===== src/rtl/fcb_rr_arbiter.sv =====
// fcb_rr_arbiter: n-input round-robin arbiter feeding one registered valid/ready output slot.
// Optional build macro FCB_RR_ARBITER_PKT_LOCK_EN adds up_last and holds the grant for whole packets.
module fcb_rr_arbiter #(
  parameter int n = 4,
  parameter int w = 8,
  localparam int iw = $clog2(n)
) (
  input  logic           clk,
  input  logic           rst_n,
  input  logic [n-1:0]   up_vld,
  output logic [n-1:0]   up_rdy,
  input  logic [n*w-1:0] up_data,
`ifdef FCB_RR_ARBITER_PKT_LOCK_EN
  input  logic [n-1:0]   up_last,
`endif
  output logic           down_vld,
  input  logic           down_rdy,
  output logic [w-1:0]   down_data,
  output logic [iw-1:0]  down_src
);

  localparam logic [iw:0]   n_ext    = (iw + 1)'(n);
  localparam logic [iw-1:0] last_idx = iw'(n - 1);

  logic          down_vld_q, down_vld_d;
  logic [w-1:0]  down_data_q, down_data_d;
  logic [iw-1:0] down_src_q, down_src_d;
  logic [iw-1:0] ptr_q, ptr_d;

  logic          slot_free_s;
  logic          scan_found_s;
  logic [iw-1:0] scan_idx_s;
  logic [iw:0]   sum_s;
  logic [iw:0]   cand_s;
  logic          gnt_found_s;
  logic [iw-1:0] gnt_idx_s;
  logic [w-1:0]  gnt_data_s;
  logic [iw-1:0] ptr_next_s;
  logic [n-1:0]  up_rdy_s;

`ifdef FCB_RR_ARBITER_PKT_LOCK_EN
  logic          lock_q, lock_d;
  logic [iw-1:0] lock_src_q, lock_src_d;
`endif

  assign slot_free_s = ~down_vld_q | down_rdy;

  // Round-robin scan starting at ptr; wrap is done by subtraction so any n works.
  always_comb begin
    scan_found_s = 1'b0;
    scan_idx_s   = '0;
    sum_s        = '0;
    cand_s       = '0;
    for (int k = 0; k < n; k++) begin
      sum_s  = {1'b0, ptr_q} + (iw + 1)'(k);
      cand_s = (sum_s >= n_ext) ? (sum_s - n_ext) : sum_s;
      if (!scan_found_s && up_vld[cand_s[iw-1:0]]) begin
        scan_found_s = 1'b1;
        scan_idx_s   = cand_s[iw-1:0];
      end else begin
        scan_found_s = scan_found_s;
        scan_idx_s   = scan_idx_s;
      end
    end
  end

  // Final grant: a locked packet owner overrides the round-robin scan.
  always_comb begin
    gnt_found_s = scan_found_s;
    gnt_idx_s   = scan_idx_s;
`ifdef FCB_RR_ARBITER_PKT_LOCK_EN
    if (lock_q) begin
      gnt_found_s = up_vld[lock_src_q];
      gnt_idx_s   = lock_src_q;
    end else begin
      gnt_found_s = scan_found_s;
      gnt_idx_s   = scan_idx_s;
    end
`endif
  end

  // Data mux and pointer successor for the granted requester.
  always_comb begin
    gnt_data_s = '0;
    for (int i = 0; i < n; i++) begin
      gnt_data_s = (gnt_idx_s == iw'(i)) ? up_data[i*w +: w] : gnt_data_s;
    end
    ptr_next_s = (gnt_idx_s == last_idx) ? '0 : (gnt_idx_s + iw'(1));
  end

  // One-hot ready; suppressed while reset is asserted so no stray handshake can occur.
  always_comb begin
    up_rdy_s = '0;
    for (int i = 0; i < n; i++) begin
      up_rdy_s[i] = rst_n & slot_free_s & gnt_found_s & (gnt_idx_s == iw'(i));
    end
  end

  assign up_rdy = up_rdy_s;

  // Next-state for the output slot, pointer and lock.
  always_comb begin
    down_vld_d  = down_vld_q;
    down_data_d = down_data_q;
    down_src_d  = down_src_q;
    ptr_d       = ptr_q;
`ifdef FCB_RR_ARBITER_PKT_LOCK_EN
    lock_d      = lock_q;
    lock_src_d  = lock_src_q;
`endif
    if (slot_free_s) begin
      if (gnt_found_s) begin
        down_vld_d  = 1'b1;
        down_data_d = gnt_data_s;
        down_src_d  = gnt_idx_s;
`ifdef FCB_RR_ARBITER_PKT_LOCK_EN
        if (up_last[gnt_idx_s]) begin
          lock_d = 1'b0;
          ptr_d  = ptr_next_s;
        end else begin
          lock_d     = 1'b1;
          lock_src_d = gnt_idx_s;
        end
`else
        ptr_d       = ptr_next_s;
`endif
      end else begin
        down_vld_d = 1'b0;
      end
    end else begin
      down_vld_d = down_vld_q;
    end
  end

  // State registers; reset drops any held item and returns the pointer to 0.
  always_ff @(posedge clk or negedge rst_n) begin
    if (!rst_n) begin
      down_vld_q  <= 1'b0;
      down_data_q <= '0;
      down_src_q  <= '0;
      ptr_q       <= '0;
`ifdef FCB_RR_ARBITER_PKT_LOCK_EN
      lock_q      <= 1'b0;
      lock_src_q  <= '0;
`endif
    end else begin
      down_vld_q  <= down_vld_d;
      down_data_q <= down_data_d;
      down_src_q  <= down_src_d;
      ptr_q       <= ptr_d;
`ifdef FCB_RR_ARBITER_PKT_LOCK_EN
      lock_q      <= lock_d;
      lock_src_q  <= lock_src_d;
`endif
    end
  end

  assign down_vld  = down_vld_q;
  assign down_data = down_data_q;
  assign down_src  = down_src_q;

endmodule


===== config.mk =====
export PLATFORM = sky130hd
export DESIGN_NAME = fcb_rr_arbiter
export DESIGN_NICKNAME = d
export VERILOG_FILES = /design/src/rtl/fcb_rr_arbiter.sv
export SDC_FILE = /design/constraint.sdc
export NUM_CORES = 1
export LEC_CHECK = 0
export BUFFER_PORTS_ARGS = -buffer_cell sky130_fd_sc_hd__buf_2
export CAP_MARGIN = 10
export CORE_ASPECT_RATIO = 1.2
export CORE_UTILIZATION = 45
export CTS_BUF_LIST = sky130_fd_sc_hd__clkbuf_4
export CTS_CLUSTER_DIAMETER = 80
export DETAILED_ROUTE_END_ITERATION = 10
export PLACE_DENSITY = 0.83
export RECOVER_POWER = 100
export SYNTH_ARGS = -nofsm -noshare
export SYNTH_HDL_FRONTEND = slang
export SYNTH_SLANG_ARGS = --single-unit

===== constraint.sdc =====
create_clock -name clk -period 3.89 [get_ports clk]
set_input_delay 0.1945 -clock clk [delete_from_list [all_inputs] [get_ports clk]]
set_output_delay 0.1945 -clock clk [all_outputs]
set_load 0.03 [all_outputs]

==> impl_metrics.csv <==
group,metric,value,unit
job,maxCapViolations,0,
cells_and_area,num-nets-final,207,
route,drt-initial-drc-count,47,
setup_path,cp.buffers_inverters,1,
route,drt-total-wl,2540,um
logic_synthesis,syn_inst,114,
cells_and_area,num-fill-cells,199,
logic_synthesis,ys_warn_count,0,
timing,finalMaxSlewViolations,0,
power,p_total,0.738,mW
clock_network,clk-insertion-delay-late,0.28,ns
die,core-area,1910,um^2
die,die_area,2310,um^2
route,drc,5,
placed_design,gp_congestion,0.861,
cells_and_area,drive_gt1_share,25.8,%
setup_path,required,3.70,ns
power,clkPwrFrac,12.7,%
route,drtAntennaViolNets,0,
cells_and_area,regArea,325,um^2
timing,final.period_utilization,69.9,%
cells_and_area,multi_input_area,551,um^2
power,p_int,0.390,mW
clock_network,numCtsBuffers,3,
logic_synthesis,synth_top_area_share,34.0,%
global_route,grt_pass1_vias,894,
setup_path,critical_path_class,"flip-flop to output port",
placed_design,port_buffers,53,
cells_and_area,finalInstanceArea,1220,um^2
clock_network,cts_tree,"done",
clock_network,root_buffer,"clkbuf_4",
timing,fmax,368,MHz
cells_and_area,area_growth_syn_to_layout,27.5,%
setup_path,cpMostUsedCell,"and3_1",
setup_path,cp.arrival,2.52,ns
setup_path,end_kind,"output port",
power,seqPwrFrac,29.7,%
timing,setup_tns,0,ns
die,die_y,52.5,um
die,dieWidth,44.1,um
route,vias,1065,
die,start_util,49.9,%
placed_design,placed_area,1200,um^2
timing,clock_skew,0.00188,ns
cells_and_area,insertedDiodeCount,0,
die,io_pins,54,
power,combinationalPowerShare,57.7,%
global_route,grt-ovfl-total,0,
timing,hold_viol,0,
logic_synthesis,syn-num-nets,157,
cells_and_area,fin_util,63.7,%
timing,fin_crit,2.72,ns
clock_network,clock_path_buffers,2,
logic_synthesis,syn-cell-area,956,um^2
setup_path,cp_top_family,"simple AND/OR/NAND/NOR gates",
placed_design,dp_hpwl,1840,um
timing,worstMarginPinSlew,0.843,ns
clock_network,h-tree-depth,1,
logic_synthesis,syn_avg_cell_area,8.39,um^2
setup_path,startpoint_type,"flip-flop",
logic_synthesis,synth_seq_cells,13,
logic_synthesis,yosys.area.top_type,"dfrtp_1",
die,rows,17,
clock_network,clk_pin_slew,0.08,ns
global_route,grt_max_degree,18,
outcome,violations,"DRC",
timing,setup_violations,0,
clock_network,clock_sinks,13,
route,drt-pass1-iter-count,7,
logic_synthesis,synth.top_cells.by_area,"dfrtp_1 34%, a21oi_1 9.4%, a221o_1 8.4%",
setup_path,crit_chain,"nor2b_1 -> o21ai_0 -> and3_1 -> ha_1 -> and3_1 -> clkbuf_1",
route,wl_per_cell,14.0,um
setup_path,path_max_fanout,17,
hold_path,hold_class,"input port to flip-flop",
timing,rsz0062_at_grt,"false",
global_route,grt_antenna_before_repair,0,
power,p_leak,0.589,nW
global_route,grt_first_pass_wirelength,3770,um
logic_synthesis,ys_seq_area_share,34.0,%
timing,relSlewSlack,43.8,%
setup_path,critPathSlowestCell,"ha_1",
global_route,grt.total_usage,22.2,%
power,p_sw,0.348,mW
clock_network,post_cts_resized,0,
logic_synthesis,ys_types,26,
power,power_density,606,nW/um^2
setup_path,crit_path_max_incr_delay,0.53,ns
power,switching_share,47.1,%
outcome,status,"finished, violations left",
route,viasPerCell,5.85,
power,vdd_ir_drop_max,256,uV
final cells by class:
type / count / share of cell area, %
clock buffer: 4 / 2.46
inverter: 9 / 2.77
multi-input combinational: 83 / 45.2
sequential: 13 / 26.7
tap: 19 / 1.95
timing repair buffer: 54 / 20.9
worst paths after layout:
check                                    startpoint                  endpoint  slack [ns]  depth (start not counted)
max in group asynchronous                     rst_n  down_data[1]$_DFFE_PN0P_        2.84                          2
min reg2reg                down_data[7]$_DFFE_PN0P_  down_data[7]$_DFFE_PN0P_        0.56                          2
min                                     up_data[27]  down_data[3]$_DFFE_PN0P_        0.17                          3
min in group asynchronous                     rst_n   down_src[1]$_DFFE_PN0P_        0.53                          2
max                            ptr_q[1]$_DFFE_PN0P_                 up_rdy[3]        1.17                          6
max reg2reg                    ptr_q[1]$_DFFE_PN0P_  down_data[0]$_DFFE_PN0P_        1.52                          7
state kept, by name (all words and copies together) (netlist names):
register   cells
down_src       2
down_data      8
ptr_q          2
down_vld       1
layer usage:
layer / GRT usage [%] / vias up / wire (um) / part of all wire, %
li1: - / 520 / - / -
met1: 29.5 / 497 / 1200 / 47
met2: 34.6 / 43 / 1150 / 45
met3: 2.76 / 5 / 149 / 5.9
met4: 11.6 / 0 / 43 / 1.7
met5: 0 / - / 0 / 0
placed cells by master, fill, tap and decap left out, drive strengths merged:
cell type    instances
and3b                1
nand2b               3
a21boi               2
and2                 1
nor2                 2
dlygate4sd3          1
nand3                3
nor2b                1
a221o                8
clkbuf              20
a21o                 1
dfrtp               13
or4                  1
a41oi                1
ha                   4
inv                  9
a21oi               18
nand2                9
a41o                 2
a31oi                9
nand3b               9
buf                 37
o21ai                2
and3                 6
timing repair:
action | in CTS | in global routing
endpoints found under the hold margin | 13 | 0
buffers inserted | 0 | 0
hold buffers | 1 | 0
power groups by stage:
stage          combinational [mW]  sequential (mW)  clock (mW)
2_1_floorplan               0.241            0.303           0
3_5_place_dp                0.436            0.220           0
3_3_place_gp                0.430            0.216           0
4_1_cts                     0.438            0.217      0.0930
5_1_grt                     0.465            0.226      0.0980
6_report                    0.426            0.219      0.0934
logic make-up (layout without fill, tap and decap cells):
family,Yosys count,count (layout),synth area share [%]
flops,13,13,34.0
fa+ha+maj,4,4,5.24
simple gates,36,36,22.5
compound gates,43,43,30.1
buf+inv,18,67,8.11
synthesized netlist by cell type:
master    count
nor2_1        2
a21boi_0      2
a41o_1        2
and3b_1       1
a21o_1        1
and2_4        1
a21oi_1      18
buf_6         1
clkbuf_1      5
or4_4         1
a31oi_1       9
buf_1         1
o21ai_1       1
o21ai_0       1
a221o_1       8
nor2b_1       1
nand2b_1      3
a41oi_1       1
dfrtp_1      13
inv_1         9
ha_1          4
nand3_1       3
nand2_1       9
buf_2         2
and3_1        6
nand3b_1      9
worst register-to-register path: stages, from the launching register on:
cell,delay (ns)
dfrtp_1,0.42
nor2b_1,0.16
o21ai_0,0.34
and3_1,0.25
ha_1,0.46
a21oi_1,0.14
a221o_1,0.37
a31oi_1,0.17
per-stage QoR:
stage               setup slack, ns  hold slack (ns)  instances
detailed placement             1.54            0.118        177
CTS                            1.33            0.173        182
finish                         1.17            0.169        182
floorplan                      1.66           -0.101        114
global placement               1.68            0.110        177
global route                  0.986            0.182        182
Power figures use the tool's default switching activity.
